File: config.mk
export PLATFORM = sky130hd
export DESIGN_NAME = rf_nr1w_clr_flat
export DESIGN_NICKNAME = d
export VERILOG_FILES = /design/src/rtl/rf_nr1w_clr_pkg.sv /design/src/rtl/rf_nr1w_clr_if.sv /design/src/rtl/rf_nr1w_clr_rd_port.sv /design/src/rtl/rf_nr1w_clr.sv /design/src/flat_wrapper.sv
export SDC_FILE = /design/constraint.sdc
export NUM_CORES = 1
export LEC_CHECK = 0
export CORE_MARGIN = 5
export CORE_UTILIZATION = 51
export DETAILED_ROUTE_END_ITERATION = 12
export PLACE_DENSITY = 0.72
export SLEW_MARGIN = 20
export SYNTH_ARGS = -nofsm -noshare
export SYNTH_HDL_FRONTEND = slang
export SYNTH_HIERARCHICAL = 1
export SYNTH_SLANG_ARGS = --single-unit
File: constraint.sdc
create_clock -name clk -period 4.2 [get_ports clk]
set_clock_uncertainty 0.15 [all_clocks]
set_input_delay 0.84 -clock clk [delete_from_list [all_inputs] [get_ports clk]]
set_output_delay 0.84 -clock clk [all_outputs]
set_load 0.01 [all_outputs]
File: src/rtl/rf_nr1w_clr_pkg.sv
// ---------------------------------------------------------------------------
// Package rf_pkg
// Shared definitions for the N-read/1-write register file rf_nr1w_clr:
//   - clear-sequencer FSM state encoding
//   - default geometry (data width, depth, read-port count)
//   - rf_clog2: elaboration-time ceil(log2(n)) used to size address fields
// ---------------------------------------------------------------------------
package rf_pkg;

  localparam int RF_DW_DEF    = 32;
  localparam int RF_DEPTH_DEF = 32;
  localparam int RF_NRD_DEF   = 2;

  typedef enum logic {
    RF_IDLE  = 1'b0,
    RF_CLEAR = 1'b1
  } rf_state_e;

  // ceil(log2(n)), with a floor of 1 so a 1-entry array still has an address bit.
  function automatic int rf_clog2(input int n);
    int w;
    w = 0;
    while ((1 << w) < n) w++;
    return (w < 1) ? 1 : w;
  endfunction

endpackage

File: src/rtl/rf_nr1w_clr_if.sv
// ---------------------------------------------------------------------------
// Interface rf_nr1w_clr_if
// Bundles the operand-read, write-back and clear-control signals of the
// register file.
//   ram_radr   NRD*AW  read addresses, port p at [p*AW +: AW]
//   ram_rdata  NRD*DW  registered read data, port p at [p*DW +: DW]
//   ram_wadr   AW      write address
//   ram_wdata  DW      write data
//   ram_wen    1       write enable
//   clr_req    1       clear request pulse
//   clr_busy   1       clear sequence running
// Modports: master = ID/WB side (drives addresses/data), slave = register file.
// ---------------------------------------------------------------------------
interface rf_nr1w_clr_if
  import rf_pkg::*;
#(
  parameter int DW  = RF_DW_DEF,
  parameter int AW  = rf_clog2(RF_DEPTH_DEF),
  parameter int NRD = RF_NRD_DEF
);

  logic [NRD*AW-1:0] ram_radr;
  logic [NRD*DW-1:0] ram_rdata;
  logic [AW-1:0]     ram_wadr;
  logic [DW-1:0]     ram_wdata;
  logic              ram_wen;
  logic              clr_req;
  logic              clr_busy;

  modport master (
    output ram_radr, ram_wadr, ram_wdata, ram_wen, clr_req,
    input  ram_rdata, clr_busy
  );

  modport slave (
    input  ram_radr, ram_wadr, ram_wdata, ram_wen, clr_req,
    output ram_rdata, clr_busy
  );

endinterface

File: src/rtl/rf_nr1w_clr_rd_port.sv
// ---------------------------------------------------------------------------
// Module rf_rd_port
// One registered read port of the register file.
//   clk, rst    clock / asynchronous active-high reset
//   radr        read address sampled at the rising edge
//   mem_rdata   combinational array contents at radr
//   rd_zero     force the port to 0 (clear sequence in progress or starting)
//   wr_acc      write accepted this edge        (RF_BYPASS_EN only)
//   wadr, wdata address / data of that write    (RF_BYPASS_EN only)
//   rdata       registered read data, 1-cycle latency
// Optional feature macro: RF_BYPASS_EN -- write-first forwarding of a write
// to the same address on the same edge. Undefined: read-first, no
// forwarding hardware.
// ---------------------------------------------------------------------------
module rf_rd_port
  import rf_pkg::*;
#(
  parameter int DW       = RF_DW_DEF,
  parameter int AW       = rf_clog2(RF_DEPTH_DEF),
  parameter bit ZERO_REG = 1'b1
) (
  input  logic          clk,
  input  logic          rst,
  input  logic [AW-1:0] radr,
  input  logic [DW-1:0] mem_rdata,
  input  logic          rd_zero,
`ifdef RF_BYPASS_EN
  input  logic          wr_acc,
  input  logic [AW-1:0] wadr,
  input  logic [DW-1:0] wdata,
`endif
  output logic [DW-1:0] rdata
);

  logic [DW-1:0] rdata_d;

  // NOTE: every always_comb output gets a default on its first line, so no
  // path through the block can leave it unassigned and infer a latch.
  always_comb begin
    rdata_d = mem_rdata;
`ifdef RF_BYPASS_EN
    if (wr_acc && (wadr == radr)) rdata_d = wdata;
`endif
    // Zero-forcing wins over forwarding: entry 0 and the clear window read 0.
    if (rd_zero || (ZERO_REG && (radr == '0))) rdata_d = '0;
  end

  // NOTE: state registers use non-blocking assignment so every flop samples
  // the pre-edge values regardless of process evaluation order.
  always_ff @(posedge clk or posedge rst) begin
    if (rst) rdata <= '0;
    else     rdata <= rdata_d;
  end

endmodule

File: src/rtl/rf_nr1w_clr.sv
// ---------------------------------------------------------------------------
// Module rf_nr1w_clr
// Parametrised N-read/1-write register file for the ID stage, written from
// WB. Registered synchronous reads, optional hardwired-zero entry 0, and a
// clear sequencer that zeroes every entry after reset (the array maps to
// block RAM, which has no reset) or on clr_req.
// Ports:
//   clk   clock, rising edge
//   rst   asynchronous reset, active-high
//   bus   rf_nr1w_clr_if.slave (read/write ports, clr_req, clr_busy)
// Parameters: DW, DEPTH (power of 2), AW = clog2(DEPTH), NRD (1..4), ZERO_REG.
// Optional feature macro: RF_BYPASS_EN (write-first forwarding on the read
// ports; see rf_rd_port).
// ---------------------------------------------------------------------------
module rf_nr1w_clr
  import rf_pkg::*;
#(
  parameter int DW       = RF_DW_DEF,
  parameter int DEPTH    = RF_DEPTH_DEF,
  parameter int AW       = rf_clog2(DEPTH),
  parameter int NRD      = RF_NRD_DEF,
  parameter bit ZERO_REG = 1'b1
) (
  input  logic            clk,
  input  logic            rst,
  rf_nr1w_clr_if.slave    bus
);

  rf_state_e     state_q, state_d;
  logic [AW-1:0] cnt_q, cnt_d;
  logic          busy_q;
  logic          wr_acc;
  logic          rd_zero;
  logic          last_entry;

  logic [DW-1:0] mem [DEPTH];
  logic [DW-1:0] rd_data [NRD];

  // -------------------------------------------------------------------------
  // Clear sequencer
  // -------------------------------------------------------------------------
  assign last_entry = (cnt_q == AW'(DEPTH - 1));

  always_comb begin
    state_d = state_q;
    cnt_d   = cnt_q;
    case (state_q)
      RF_CLEAR: begin
        // DEPTH is a power of two, so the increment out of DEPTH-1 lands on
        // 0 exactly at the transition to IDLE; the counter never free-runs.
        cnt_d = cnt_q + AW'(1);
        if (last_entry) state_d = RF_IDLE;
      end
      RF_IDLE: begin
        if (bus.clr_req) begin
          state_d = RF_CLEAR;
          cnt_d   = '0;
        end
      end
    endcase
  end

  always_ff @(posedge clk or posedge rst) begin
    if (rst) begin
      state_q <= RF_CLEAR;
      cnt_q   <= '0;
      busy_q  <= 1'b1;
    end else begin
      state_q <= state_d;
      cnt_q   <= cnt_d;
      // Registered from the next state so busy tracks the FSM edge-for-edge.
      busy_q  <= (state_d == RF_CLEAR);
    end
  end

  assign bus.clr_busy = busy_q;

  // -------------------------------------------------------------------------
  // Write arbitration: the sequencer owns the write port during CLEAR and the
  // WB write is dropped; entry 0 is read-only when hardwired to zero.
  // -------------------------------------------------------------------------
  assign wr_acc = (state_q == RF_IDLE) && bus.ram_wen &&
                  !(ZERO_REG && (bus.ram_wadr == '0));

  // NOTE: the array has no reset branch -- block RAM cannot be reset; the
  // clear sequencer provides defined contents instead.
  always_ff @(posedge clk) begin
    if (state_q == RF_CLEAR) mem[cnt_q]        <= '0;
    else if (wr_acc)         mem[bus.ram_wadr] <= bus.ram_wdata;
  end

  // Reads return 0 for the whole clear window, including the edge that starts
  // a clear, so no stale pre-clear data is ever presented while busy.
  assign rd_zero = (state_q == RF_CLEAR) || (state_d == RF_CLEAR);

  // -------------------------------------------------------------------------
  // Read ports
  // -------------------------------------------------------------------------
  for (genvar p = 0; p < NRD; p++) begin : g_rd
    logic [AW-1:0] radr;
    assign radr = bus.ram_radr[p*AW +: AW];

    rf_rd_port #(
      .DW       (DW),
      .AW       (AW),
      .ZERO_REG (ZERO_REG)
    ) u_rd_port (
      .clk       (clk),
      .rst       (rst),
      .radr      (radr),
      .mem_rdata (mem[radr]),
      .rd_zero   (rd_zero),
`ifdef RF_BYPASS_EN
      .wr_acc    (wr_acc),
      .wadr      (bus.ram_wadr),
      .wdata     (bus.ram_wdata),
`endif
      .rdata     (rd_data[p])
    );
  end

  always_comb begin
    bus.ram_rdata = '0;
    for (int p = 0; p < NRD; p++) bus.ram_rdata[p*DW +: DW] = rd_data[p];
  end

endmodule

File: src/flat_wrapper.sv
// flat-port wrapper written by rule: the top's interface ports become plain ports
module rf_nr1w_clr_flat import rf_pkg::*;
#(
  parameter int DW       = RF_DW_DEF,
  parameter int DEPTH    = RF_DEPTH_DEF,
  parameter int AW       = rf_clog2(DEPTH),
  parameter int NRD      = RF_NRD_DEF,
  parameter bit ZERO_REG = 1'b1
)
  (clk, rst, bus_ram_radr, bus_ram_wadr, bus_ram_wdata, bus_ram_wen, bus_clr_req, bus_ram_rdata, bus_clr_busy);
  rf_nr1w_clr_if #(.DW(DW), .AW(AW), .NRD(NRD)) bus_i ();
  input  logic clk;
  input  logic rst;
  input wire logic [$bits(bus_i.ram_radr)-1:0] bus_ram_radr;
  input wire logic [$bits(bus_i.ram_wadr)-1:0] bus_ram_wadr;
  input wire logic [$bits(bus_i.ram_wdata)-1:0] bus_ram_wdata;
  input wire logic [$bits(bus_i.ram_wen)-1:0] bus_ram_wen;
  input wire logic [$bits(bus_i.clr_req)-1:0] bus_clr_req;
  output wire logic [$bits(bus_i.ram_rdata)-1:0] bus_ram_rdata;
  output wire logic [$bits(bus_i.clr_busy)-1:0] bus_clr_busy;
  assign bus_i.ram_radr = bus_ram_radr;
  assign bus_i.ram_wadr = bus_ram_wadr;
  assign bus_i.ram_wdata = bus_ram_wdata;
  assign bus_i.ram_wen = bus_ram_wen;
  assign bus_i.clr_req = bus_clr_req;
  assign bus_ram_rdata = bus_i.ram_rdata;
  assign bus_clr_busy = bus_i.clr_busy;
  rf_nr1w_clr #(.DW(DW), .DEPTH(DEPTH), .AW(AW), .NRD(NRD), .ZERO_REG(ZERO_REG)) u_core (.clk(clk), .rst(rst), .bus(bus_i));
endmodule
# Word level (Yosys, flattened, before mapping)
# Memory sizes are Yosys's and may differ from the RTL's.
# Index checks and enable logic that the tools add are counted.
[totals]
ramBits = 1024
romBits = 0
latch_bits = 0
regBits = 70
input_bits = 51
word_cells = 34
mem_count = 1
[memory_table]
columns = ["memory", "depth", "word_bits", "rd", "rd_clocked_by_memory_dff", "wr", "line", "text"]
rows = [
  ["u_core.mem", 32, 32, 2, 0, 1, "rf_nr1w_clr.sv:36", "logic [DW-1:0] mem [DEPTH];"],
]
[op_classes]
order_cmp = 0
n_mux = 15
n_div = 0
shifts = 0
n_eq_ne = 2
add_sub_neg = 1
reduce_logical = 10
n_mul = 0
n_bitwise = 1
[ops]
columns = ["operator", "count"]
rows = [
  ["2-to-1 mux 32 bit", 3],
  ["OR reduction 32 bit", 1],
  ["zero test 5 bit", 3],
  ["2-to-1 mux 5 bit", 2],
  ["one-hot mux 5 bit (2 select lines)", 1],
  ["2-to-1 mux 1 bit", 8],
  ["adder 5 x 1 -> 5 bit, second input constant", 1],
  ["== test 5 bit, second input constant", 1],
  ["logical OR 1 bit", 3],
  ["logical AND 1 bit", 2],
  ["!= test 2 bit, second input constant", 1],
  ["one-hot mux 1 bit (2 select lines)", 1],
  ["zero test 1 bit", 1],
  ["inverter 1 bit", 1],
]

# Longest topological paths before layout
# Gate-level depths: netlist (run 1).
[depth]
ltp_word = 8
depth_mapped = 10
mapped_depth_nobuf = 7

# By module
# The synthesis (run 1) kept the hierarchy.
[modules_own_cells]
columns = ["mod", "cells_per_inst", "area_each_um2", "seq_area_each_um2", "instances"]
rows = [
  ["rf_nr1w_clr", 3489, 49060.8, 30900.9, 1],
  ["rf_rd_port", 108, 1253.7, 800.8, 2],
]

# Worst setup path after synthesis (run 1)
# OpenSTA, ideal clock, no wires.
[synth_path]
path_kind = "input to register"
from = "in bus_ram_wadr[4]"
to = "mem u_core/mem[18][0] (netlist bit), enable pin"
setup_time_ps = 421
path_buffers = 0
setup_slack_ps = 301
arrival_ps = 3328
path_stages = 5
cell_sequence = "or3_4 -> or3_4 -> o41ai_2 -> nand3_2 -> nor2_1"
[synth_via]
elab_chain_cells = 8
[synth_rtl]
columns = ["item", "line", "text"]
rows = [
  ["from (decl)", "flat_wrapper.sv:15", "input wire logic [$bits(bus_i.ram_wadr)-1:0] bus_ram_wadr;"],
  ["zero test 5 bit", "rf_nr1w_clr.sv:83", "!(ZERO_REG && (bus.ram_wadr == '0));"],
  ["zero test 1 bit", "rf_nr1w_clr.sv:83", ""],
  ["logical AND 1 bit", "rf_nr1w_clr.sv:82", "assign wr_acc = (state_q == RF_IDLE) && bus.ram_wen &&"],
  ["2-to-1 mux 1 bit", "rf_nr1w_clr.sv:89", "else if (wr_acc) mem[bus.ram_wadr] <= bus.ram_wdata;"],
  ["2-to-1 mux 1 bit", "rf_nr1w_clr.sv:88", "if (state_q == RF_CLEAR) mem[cnt_q] <= '0;"],
  ["2-to-1 mux 1 bit (not written as such)", "rf_nr1w_clr.sv:89", ""],
  ["OR reduction 32 bit (no source line)", "-", ""],
  ["2-to-1 mux 5 bit (no source line) / 2-to-1 mux 1 bit (equally long branches)", "-", ""],
  ["to (decl)", "rf_nr1w_clr.sv:36", ""],
]
# Parallel ways exist; a longest one is shown, timed or not.

# Worst setup path in the final report (run 1)
[layout_path]
from = "in bus_ram_wen"
to = "mem u_core/mem[9][26] (netlist bit), enable pin"
[layout_via]
elab_chain_cells = 7
[layout_rtl]
columns = ["item", "line", "text"]
rows = [
  ["from (decl)", "flat_wrapper.sv:17", "input wire logic [$bits(bus_i.ram_wen)-1:0] bus_ram_wen;"],
  ["logical AND 1 bit * (2 in series)", "rf_nr1w_clr.sv:82", ""],
  ["2-to-1 mux 1 bit *", "rf_nr1w_clr.sv:89", ""],
  ["2-to-1 mux 1 bit *", "rf_nr1w_clr.sv:88", ""],
  ["2-to-1 mux 1 bit (not written as such) *", "rf_nr1w_clr.sv:89", ""],
  ["OR reduction 32 bit (no source line)", "-", ""],
  ["2-to-1 mux 5 bit (no source line) / 2-to-1 mux 1 bit (equally long branches)", "-", ""],
]
# Every way passes the cells marked *; elsewhere a longest branch is shown, timed or not.

==> impl_table.tex, run 1 <==
\begin{tabular}{lr}
\hline
Metric & Value \\
\hline
\multicolumn{2}{l}{\textbf{Worst setup path}} \\
\quad WP data required & 4.42 ns \\
\quad Maximum net fanout on the critical path & 22 \\
\quad Critical Setup Path Class & primary input to flip-flop \\
\quad Worst Path Arrival & around 3.6 ns \\
\quad Launching element type of the critical path & primary input \\
\quad Type of destination of the critical path & flip-flop \\
\multicolumn{2}{l}{\textbf{Die}} \\
\quad Die Ht & 328.0 µm \\
\quad Initial core utilization & 51.42\% \\
\quad I/O pins & 116 \\
\quad Horizontal die dimension & 328.0 µm \\
\quad Placeable core region & 100,300 µm² \\
\quad Die Area & 107,600 µm² \\
\quad Count of standard-cell rows & 116 \\
\multicolumn{2}{l}{\textbf{STA}} \\
\quad FMAX & 294.1 MHz \\
\quad Slack of the critical path & 0.7995 ns \\
\quad Number of endpoints failing setup at the final stage & 0 \\
\quad RSZ-0062 raised after global routing & false \\
\quad Final critical-path required period & $\sim$3.4 ns \\
\quad Final Hold Viols & 0 \\
\quad Setup TNS & 0 ns \\
\quad Worst-margin pin slew & 1.180 ns \\
\quad Tightest slew margin relative to the limit & between 20\% and 30\% \\
\quad Number of max-slew violations in the final report & 0 \\
\quad Post-route worst hold slack & between 0.3 and 0.4 ns \\
\quad Portion of the clock cycle consumed by the worst path in the final layout & 80.96\% \\
\multicolumn{2}{l}{\textbf{Power}} \\
\quad Leakage component of the power & 22.82 nW \\
\quad Clk network pwr share & 36.5\% \\
\quad Total power density per cell area & 470.8 nW/µm² \\
\quad Switching Power & 7.625 mW \\
\quad Worst vdd ir & 332.2 µV \\
\quad Proportion of power drawn by flip-flops and latches & 48.1\% \\
\quad Final Power & 28.13 mW \\
\quad Proportion of total power due to net switching & 27.11\% \\
\quad Combinational share of power & between 10\% and 20\% \\
\quad Internal power summed over all cells & 20.51 mW \\
\multicolumn{2}{l}{\textbf{Synth}} \\
\quad Number of distinct library cell variants in the gate-level netlist after synthesis & 36 \\
\quad Post-synth EDFFs & around 1.0k \\
\quad Average cell area after synthesis & 13.92 µm² \\
\quad FFs w/ async S/R, synth & roughly 6.4\% \\
\quad Netlist area before placement & 51,570 µm² \\
\quad Number of warning messages in the yosys log & 6 \\
\quad Seq/Total Area, Yosys & 63.03\% \\
\quad Number of standard cells after synthesis & about 3.7k \\
\quad Synthesized Nets & 3,758 \\
\quad Most used DFF post-synth & edfxtp\_1 \\
\quad Number of synthesized register bits & 1,094 \\
\multicolumn{2}{l}{\textbf{Final layout}} \\
\quad \# nets final & 3,921 \\
\quad Most common cell after layout, fill and taps aside & mux2i\_1 \\
\quad Commonest cells after routing, fill and taps aside & 1,026 x mux2i\_1, 1,024 x edfxtp\_1, 257 x a21oi\_1 \\
\quad Final core utilization & 59.58\% \\
\quad Number of diodes added for antenna fixing & 0 \\
\quad Layout Area Growth over Synthesis & 15.88\% \\
\quad Non-Filler Instances & 5,322 \\
\quad Share of post-route cells with drive strength above 1 & 11.80\% \\
\quad Non-Filler Cell Area, Final & 59,760 µm² \\
\quad Number of inserted filler cells in the final layout & 7,507 \\
\multicolumn{2}{l}{\textbf{Global route}} \\
\quad Overall overflow remaining after global route & 0 \\
\quad Initial antenna violation count & 4 \\
\quad Maximum number of pins on one net before global-route repair & 61 \\
\quad First-pass GRT wire length & 225.4 mm \\
\quad Vias in the first global route & roughly 34k \\
\quad Total global-route track usage & 28.30\% \\
\multicolumn{2}{l}{\textbf{Routing}} \\
\quad First-iteration detailed-routing DRC count & 4,045 \\
\quad Number of vias per cell after detailed routing & roughly 6.5 \\
\quad DRC Markers & 0 \\
\quad Residual antenna-violating net count after detailed routing & 0 \\
\quad Average wire length per cell after detail routing & 29.39 µm \\
\quad Pre-Repair DR Iteration Count & 5 \\
\quad Via count & $\sim$35k \\
\quad WL final & 156.4 mm \\
\multicolumn{2}{l}{\textbf{Clock tree}} \\
\quad Root Buffer Master & clkbuf\_16 \\
\quad Inserted Clock Buffers & 110 \\
\quad Clk sink count & 1,094 \\
\quad Worst skew pair latency & 0.70 ns \\
\quad Clock tree from TritonCTS & done \\
\quad CTS Buffer Depth & 3 \\
\quad Quantity of gates resized following cts & 0 \\
\quad Post-CTS setup buffers & 0 \\
\quad Clock-pin slew on the worst setup and hold paths & $\sim$0.060 ns \\
\quad Depth of the CTS H-tree & 3 \\
\quad Post-CTS Hold Fix Bufs & 0 \\
\multicolumn{2}{l}{\textbf{Placed design}} \\
\quad Placed cell count & 5,112 \\
\quad Minimum setup slack after placement & $\sim$0.095 ns \\
\quad Buffers added on ports & 115 \\
\quad Final weighted congestion in routability-driven placement & 0.8575 \\
\quad Total half-perimeter wirelength after legalization and detailed placement & around 95 mm \\
\quad Placement-stage cell area & 55,890 µm² \\
\multicolumn{2}{l}{\textbf{Run}} \\
\quad Max capacitance violation total & 0 \\
\multicolumn{2}{l}{\textbf{Run status}} \\
\quad Run status & finished, final reports clean \\
\multicolumn{2}{l}{\textbf{Hold path}} \\
\quad Hold/Removal Path Class & primary input to asynchronous set/reset pin \\
\hline
\end{tabular}
[kinds of logic after synthesis]
| logic type | share of synthesized area (%) |
|---|---|
| buf+inv | 2.506 |
| flops | 63.03 |
| fa+ha+maj | 0.04852 |
| simple gates | 5.920 |
| mux | 19.92 |
| compound gates | 8.582 |
[cell type report]
type	instances	area, µm²	area share, %
Sequential cell	1094	32500	54.39
Clock inverter	68	855.8	1.432
Multi-Input combinational cell	2323	18090	30.28
Timing Repair Buffer	328	3586	6.001
Clock buffer	141	2979	4.985
Inverter	11	41.29	0.06910
Tap cell	1357	1698	2.841
[Yosys cell counts, types with 2 or more instances]
| cell | count | area, µm² |
|---|---|---|
| a21oi_1 | 257 | 1286 |
| a21oi_2 | 4 | 35.03 |
| a22o_1 | 130 | 1139 |
| a22oi_1 | 192 | 1441 |
| a31oi_1 | 65 | 406.6 |
| a32oi_1 | 3 | 26.28 |
| and2_1 | 34 | 212.7 |
| buf_1 | 27 | 101.4 |
| buf_2 | 118 | 590.6 |
| buf_4 | 5 | 37.54 |
| buf_6 | 6 | 67.56 |
| clkbuf_1 | 121 | 454.2 |
| dfrtp_1 | 69 | 1727 |
| edfxtp_1 | 1024 | 30750 |
| ha_1 | 2 | 25.02 |
| inv_1 | 11 | 41.29 |
| mux2i_1 | 1026 | 10270 |
| nand2_1 | 209 | 784.5 |
| nand2b_1 | 71 | 444.2 |
| nand3_1 | 195 | 975.9 |
| nor2_1 | 40 | 150.1 |
| nor2b_1 | 9 | 56.30 |
| nor3_1 | 67 | 335.3 |
| nor4_4 | 2 | 42.54 |
| o21ai_0 | 4 | 20.02 |
| o22ai_1 | 2 | 12.51 |
| or2_2 | 2 | 12.51 |
| or3_4 | 2 | 22.52 |
[per-layer routing]
layer	GRT usage [%]	up-vias	wire length, µm
met3	4.484	378	13950
met5	0	-	11
met2	46.19	1946	74120
met1	37.74	17490	60520
li1	-	14780	-
met4	12.72	2	7831
[worst paths after layout]
kind | start | end | slack (ns) | cells after the start
max in group asynchronous | rst | u_core/g_rd[0].u_rd_port/rdata[6]$_DFF_PP0_ | 2.64 | 3
worst max-delay path | bus_ram_wen | u_core/mem[9][26]$_DFFE_PP_ | 0.80 | 7
min in group clk | u_core/bus.clr_busy$_DFF_PP1_ | u_core/bus.clr_busy$_DFF_PP1_ | 0.44 | 1
worst min-delay path | rst | u_core/cnt_q[1]$_DFFE_PP0P_ | 0.32 | 2
worst min register to register | u_core/bus.clr_busy$_DFF_PP1_ | u_core/bus.clr_busy$_DFF_PP1_ | 0.44 | 1
worst max register to register | u_core/bus.clr_busy$_DFF_PP1_ | u_core/mem[9][26]$_DFFE_PP_ | 0.86 | 6
[power groups by stage]
stage                     sequential (mW)  clock, mW  combinational [mW]
after global routing                 13.6       10.8                4.54
after detailed placement             13.7          0                4.28
after floorplan                      13.6          0                2.32
after CTS                            13.5       10.4                4.29
after global placement               13.7          0                4.22
final                                13.5       10.3                4.35
[state kept, by name, indices dropped and copies added (netlist names)]
| signal | flops |
|---|---|
| u_core/cnt_q | 5 |
| u_core/bus.clr_busy | 1 |
| u_core/g_rd.u_rd_port/rdata | 64 |
| u_core/mem | 1024 |
[worst max-delay path, stage by stage]
cell             delay, ns
clkdlybuf4s50_1       0.45
nor2b_1               0.33
o31ai_4               0.17
a22o_1                0.21
nand2b_1              0.31
nor2_4                0.91
buf_4                 0.39
Note: power is estimated with default switching activity, not from simulation.
==> inputs of run 2 (changes only) <==
--- a/config.mk
+++ b/config.mk
@@ -8,7 +8,7 @@
 export CORE_MARGIN = 5
 export CORE_UTILIZATION = 51
 export DETAILED_ROUTE_END_ITERATION = 12
-export PLACE_DENSITY = 0.72
+export PLACE_DENSITY = 0.74
 export SLEW_MARGIN = 20
 export SYNTH_ARGS = -nofsm -noshare
 export SYNTH_HDL_FRONTEND = slang
==> constraint.sdc (replaced) <==
create_clock -name clk -period 3.05 [get_ports clk]
set_clock_uncertainty 0.15 [all_clocks]
set_input_delay 0.61 -clock clk [delete_from_list [all_inputs] [get_ports clk]]
set_output_delay 0.61 -clock clk [all_outputs]
set_load 0.01 [all_outputs]
==> impl_table.tex, run 2 (same netlist as run 1, synthesis figures left out) <==
\begin{tabular}{lr}
\hline
Metric & Value \\
\hline
\multicolumn{2}{l}{\textbf{Clock tree}} \\
\quad Depth of the CTS H-tree & 3 \\
\quad Inserted Clock Buffers & 111 \\
\quad Clock-pin slew on the worst setup and hold paths & 0.06 ns \\
\quad Root Buffer Master & clkbuf\_16 \\
\quad Worst skew pair latency & $\sim$0.70 ns \\
\quad Quantity of gates resized following cts & 0 \\
\quad CTS Buffer Depth & 3 \\
\quad Post-CTS Hold Fix Bufs & 0 \\
\quad Clock tree from TritonCTS & done \\
\quad Clk sink count & 1,094 \\
\quad Post-CTS setup buffers & 0 \\
\multicolumn{2}{l}{\textbf{Routing}} \\
\quad Average wire length per cell after detail routing & between 20 and 30 µm \\
\quad Number of vias per cell after detailed routing & between 6 and 7 \\
\quad Pre-Repair DR Iteration Count & 5 \\
\quad First-iteration detailed-routing DRC count & roughly 4.7k \\
\quad Via count & between 30k and 40k \\
\quad DRC Markers & 0 \\
\quad Residual antenna-violating net count after detailed routing & 0 \\
\quad WL final & 158.5 mm \\
\multicolumn{2}{l}{\textbf{Final layout}} \\
\quad Most common cell after layout, fill and taps aside & mux2i\_1 \\
\quad Largest regs & u\_core/mem (1024), u\_core/g\_rd.u\_rd\_port/rdata (64), u\_core/cnt\_q (5) \\
\quad \# nets final & 4,123 \\
\quad Max FFs per register & 1,024 \\
\quad Non-Filler Cell Area, Final & 62,290 µm² \\
\quad Number of inserted filler cells in the final layout & 7,269 \\
\quad Commonest cells after routing, fill and taps aside & 1,026 x mux2i\_1, 1,024 x edfxtp\_1, 257 x a21oi\_1 \\
\quad Register ranked first by flip-flop count & u\_core/mem \\
\quad Final core utilization & around 62\% \\
\quad Number of diodes added for antenna fixing & 0 \\
\quad Layout Area Growth over Synthesis & 20.79\% \\
\quad Share of post-route cells with drive strength above 1 & 15.24\% \\
\multicolumn{2}{l}{\textbf{Placed design}} \\
\quad Final weighted congestion in routability-driven placement & 0.9050 \\
\quad Placement-stage cell area & 58,760 µm² \\
\quad Minimum setup slack after placement & -0.2220 ns \\
\quad Buffers added on ports & 115 \\
\quad Total half-perimeter wirelength after legalization and detailed placement & 104.1 mm \\
\multicolumn{2}{l}{\textbf{STA}} \\
\quad Worst-margin pin slew & 0.9350 ns \\
\quad Number of max-slew violations in the final report & 0 \\
\quad FMAX & $\sim$370 MHz \\
\quad Portion of the clock cycle consumed by the worst path in the final layout & 87.87\% \\
\quad Number of endpoints failing setup at the final stage & 0 \\
\quad Final critical-path required period & 2.680 ns \\
\quad Final Hold Viols & 0 \\
\quad RSZ-0062 raised after global routing & false \\
\quad Tightest slew margin relative to the limit & between 30 and 40\% \\
\quad Slack of the critical path & 0.3699 ns \\
\multicolumn{2}{l}{\textbf{Die}} \\
\quad Initial core utilization & 51.42\% \\
\quad Die Area & 107,600 µm² \\
\quad Placeable core region & 100,300 µm² \\
\quad Die Ht & 328.0 µm \\
\quad Horizontal die dimension & around 330 µm \\
\quad I/O pins & 116 \\
\quad Count of standard-cell rows & between 100 and 150 \\
\multicolumn{2}{l}{\textbf{Power}} \\
\quad Total power density per cell area & 623.0 nW/µm² \\
\quad Worst vdd ir & 488.8 µV \\
\quad Leakage component of the power & 24.09 nW \\
\multicolumn{2}{l}{\textbf{Worst setup path}} \\
\quad Worst-case reg-to-reg path depth & 9 \\
\quad Critical Setup Path Class & flip-flop to output port \\
\quad Maximum cell stage delay along the critical path & 0.66 ns \\
\quad Maximum net fanout on the critical path & 14 \\
\quad Cell Chain, Critical Path & clkdlybuf4s50\_1 \\
\quad Cell count along the critical path & 1 \\
\quad Worst Path Arrival & 1.92 ns \\
\quad Crit path max-delay cell type & dfstp\_2 \\
\quad CP Buf/Inv Count & 1 \\
\quad Setup slack, reg-to-reg & 0.54 ns \\
\quad Source of the worst register-to-register timing path & u\_core/bus.clr\_busy\$\_DFF\_PP1\_ \\
\quad Type of destination of the critical path & output port \\
\quad Family of cells with the greatest summed delay on the critical path & flip-flops \\
\quad WP data required & 2.29 ns \\
\quad Endpoint of the worst register-to-register path & u\_core/mem[17][3]\$\_DFFE\_PP\_ \\
\quad Launching element type of the critical path & flip-flop \\
\multicolumn{2}{l}{\textbf{Global route}} \\
\quad Initial antenna violation count & 3 \\
\quad Met1 Use GR & $\sim$39\% \\
\quad Busiest grt layer & met2 \\
\quad First-pass GRT wire length & 229.9 mm \\
\quad Vias in the first global route & approximately 36k \\
\quad Met3 Track Usage GR & under 10\% \\
\quad Total global-route track usage & 28.63\% \\
\quad Met2 capacity usage during global routing & 46.35\% \\
\quad Overall overflow remaining after global route & 0 \\
\quad Maximum number of pins on one net before global-route repair & 50 \\
\multicolumn{2}{l}{\textbf{Run status}} \\
\quad Run status & finished, final reports clean \\
\multicolumn{2}{l}{\textbf{Run}} \\
\quad Max capacitance violation total & 0 \\
\multicolumn{2}{l}{\textbf{Hold path}} \\
\quad Hold/Removal Path Class & primary input to asynchronous set/reset pin \\
\hline
\end{tabular}
[run 2: cell types whose count changed in the layout (fill, tap and decap cells not counted), sizes merged]
cell,before,now
buf,215,416
bufinv,15,10
clkbuf,141,139
clkinv,40,49
clkinvlp,11,2
inv,13,15
[run 2: cell type report]
class / count / area, µm² / area share, %
inverters: 11 / 41.29 / 0.06629
multi-input cells: 2323 / 18080 / 29.03
well taps: 1357 / 1698 / 2.726
clock buffers: 139 / 2955 / 4.745
repair buffers: 529 / 6434 / 10.33
clock inverters: 65 / 576.8 / 0.9260
flip-flops and latches: 1094 / 32500 / 52.18
[run 2: how the worst max path moves through the flow]
stage	from	to	slack, ns
floorplan	bus_ram_wadr[4]	u_core/mem[27][0]$_DFFE_PP_	-0.51
global placement	bus_ram_wadr[4]	u_core/mem[17][8]$_DFFE_PP_	-0.21
detailed placement	bus_ram_wadr[4]	u_core/mem[17][8]$_DFFE_PP_	-0.22
CTS	u_core/bus.clr_busy$_DFF_PP1_	bus_clr_busy	0.33
global route	u_core/bus.clr_busy$_DFF_PP1_	bus_clr_busy	0.30
finish	u_core/bus.clr_busy$_DFF_PP1_	bus_clr_busy	0.37
[run 2: through the flow]
step / std cells / hold slack [ns] / setup TNS (ns) / power (mW)
3_3_place_gp: 5314 / 0.3983 / -48.00 / 25.40
3_5_place_dp: 5314 / 0.3992 / -49.99 / 25.60
6_report: 5518 / 0.1342 / 0 / 38.80
4_1_cts: 5518 / 0.1134 / 0 / 38.82
5_1_grt: 5518 / 0.1755 / 0 / 39.94
2_1_floorplan: 3705 / 0.2502 / -314.29 / 22.02
[run 2: layer usage]
layer / wire [µm] / share of wire, % / vias to the layer above
met1: 61280 / 39 / 17980
met4: 6643 / 4.2 / 4
met5: 34 / 0.021 / -
met3: 15800 / 10 / 374
li1: - / - / 15200
met2: 74700 / 47 / 2125
[run 2: report_power, final]
part	leakage, nW	switching [mW]	internal, mW	total [mW]
clock	1.73	5.70	7.67	13.4
combinational	11.8	4.20	2.60	6.80
sequential	10.6	0.638	18.0	18.6
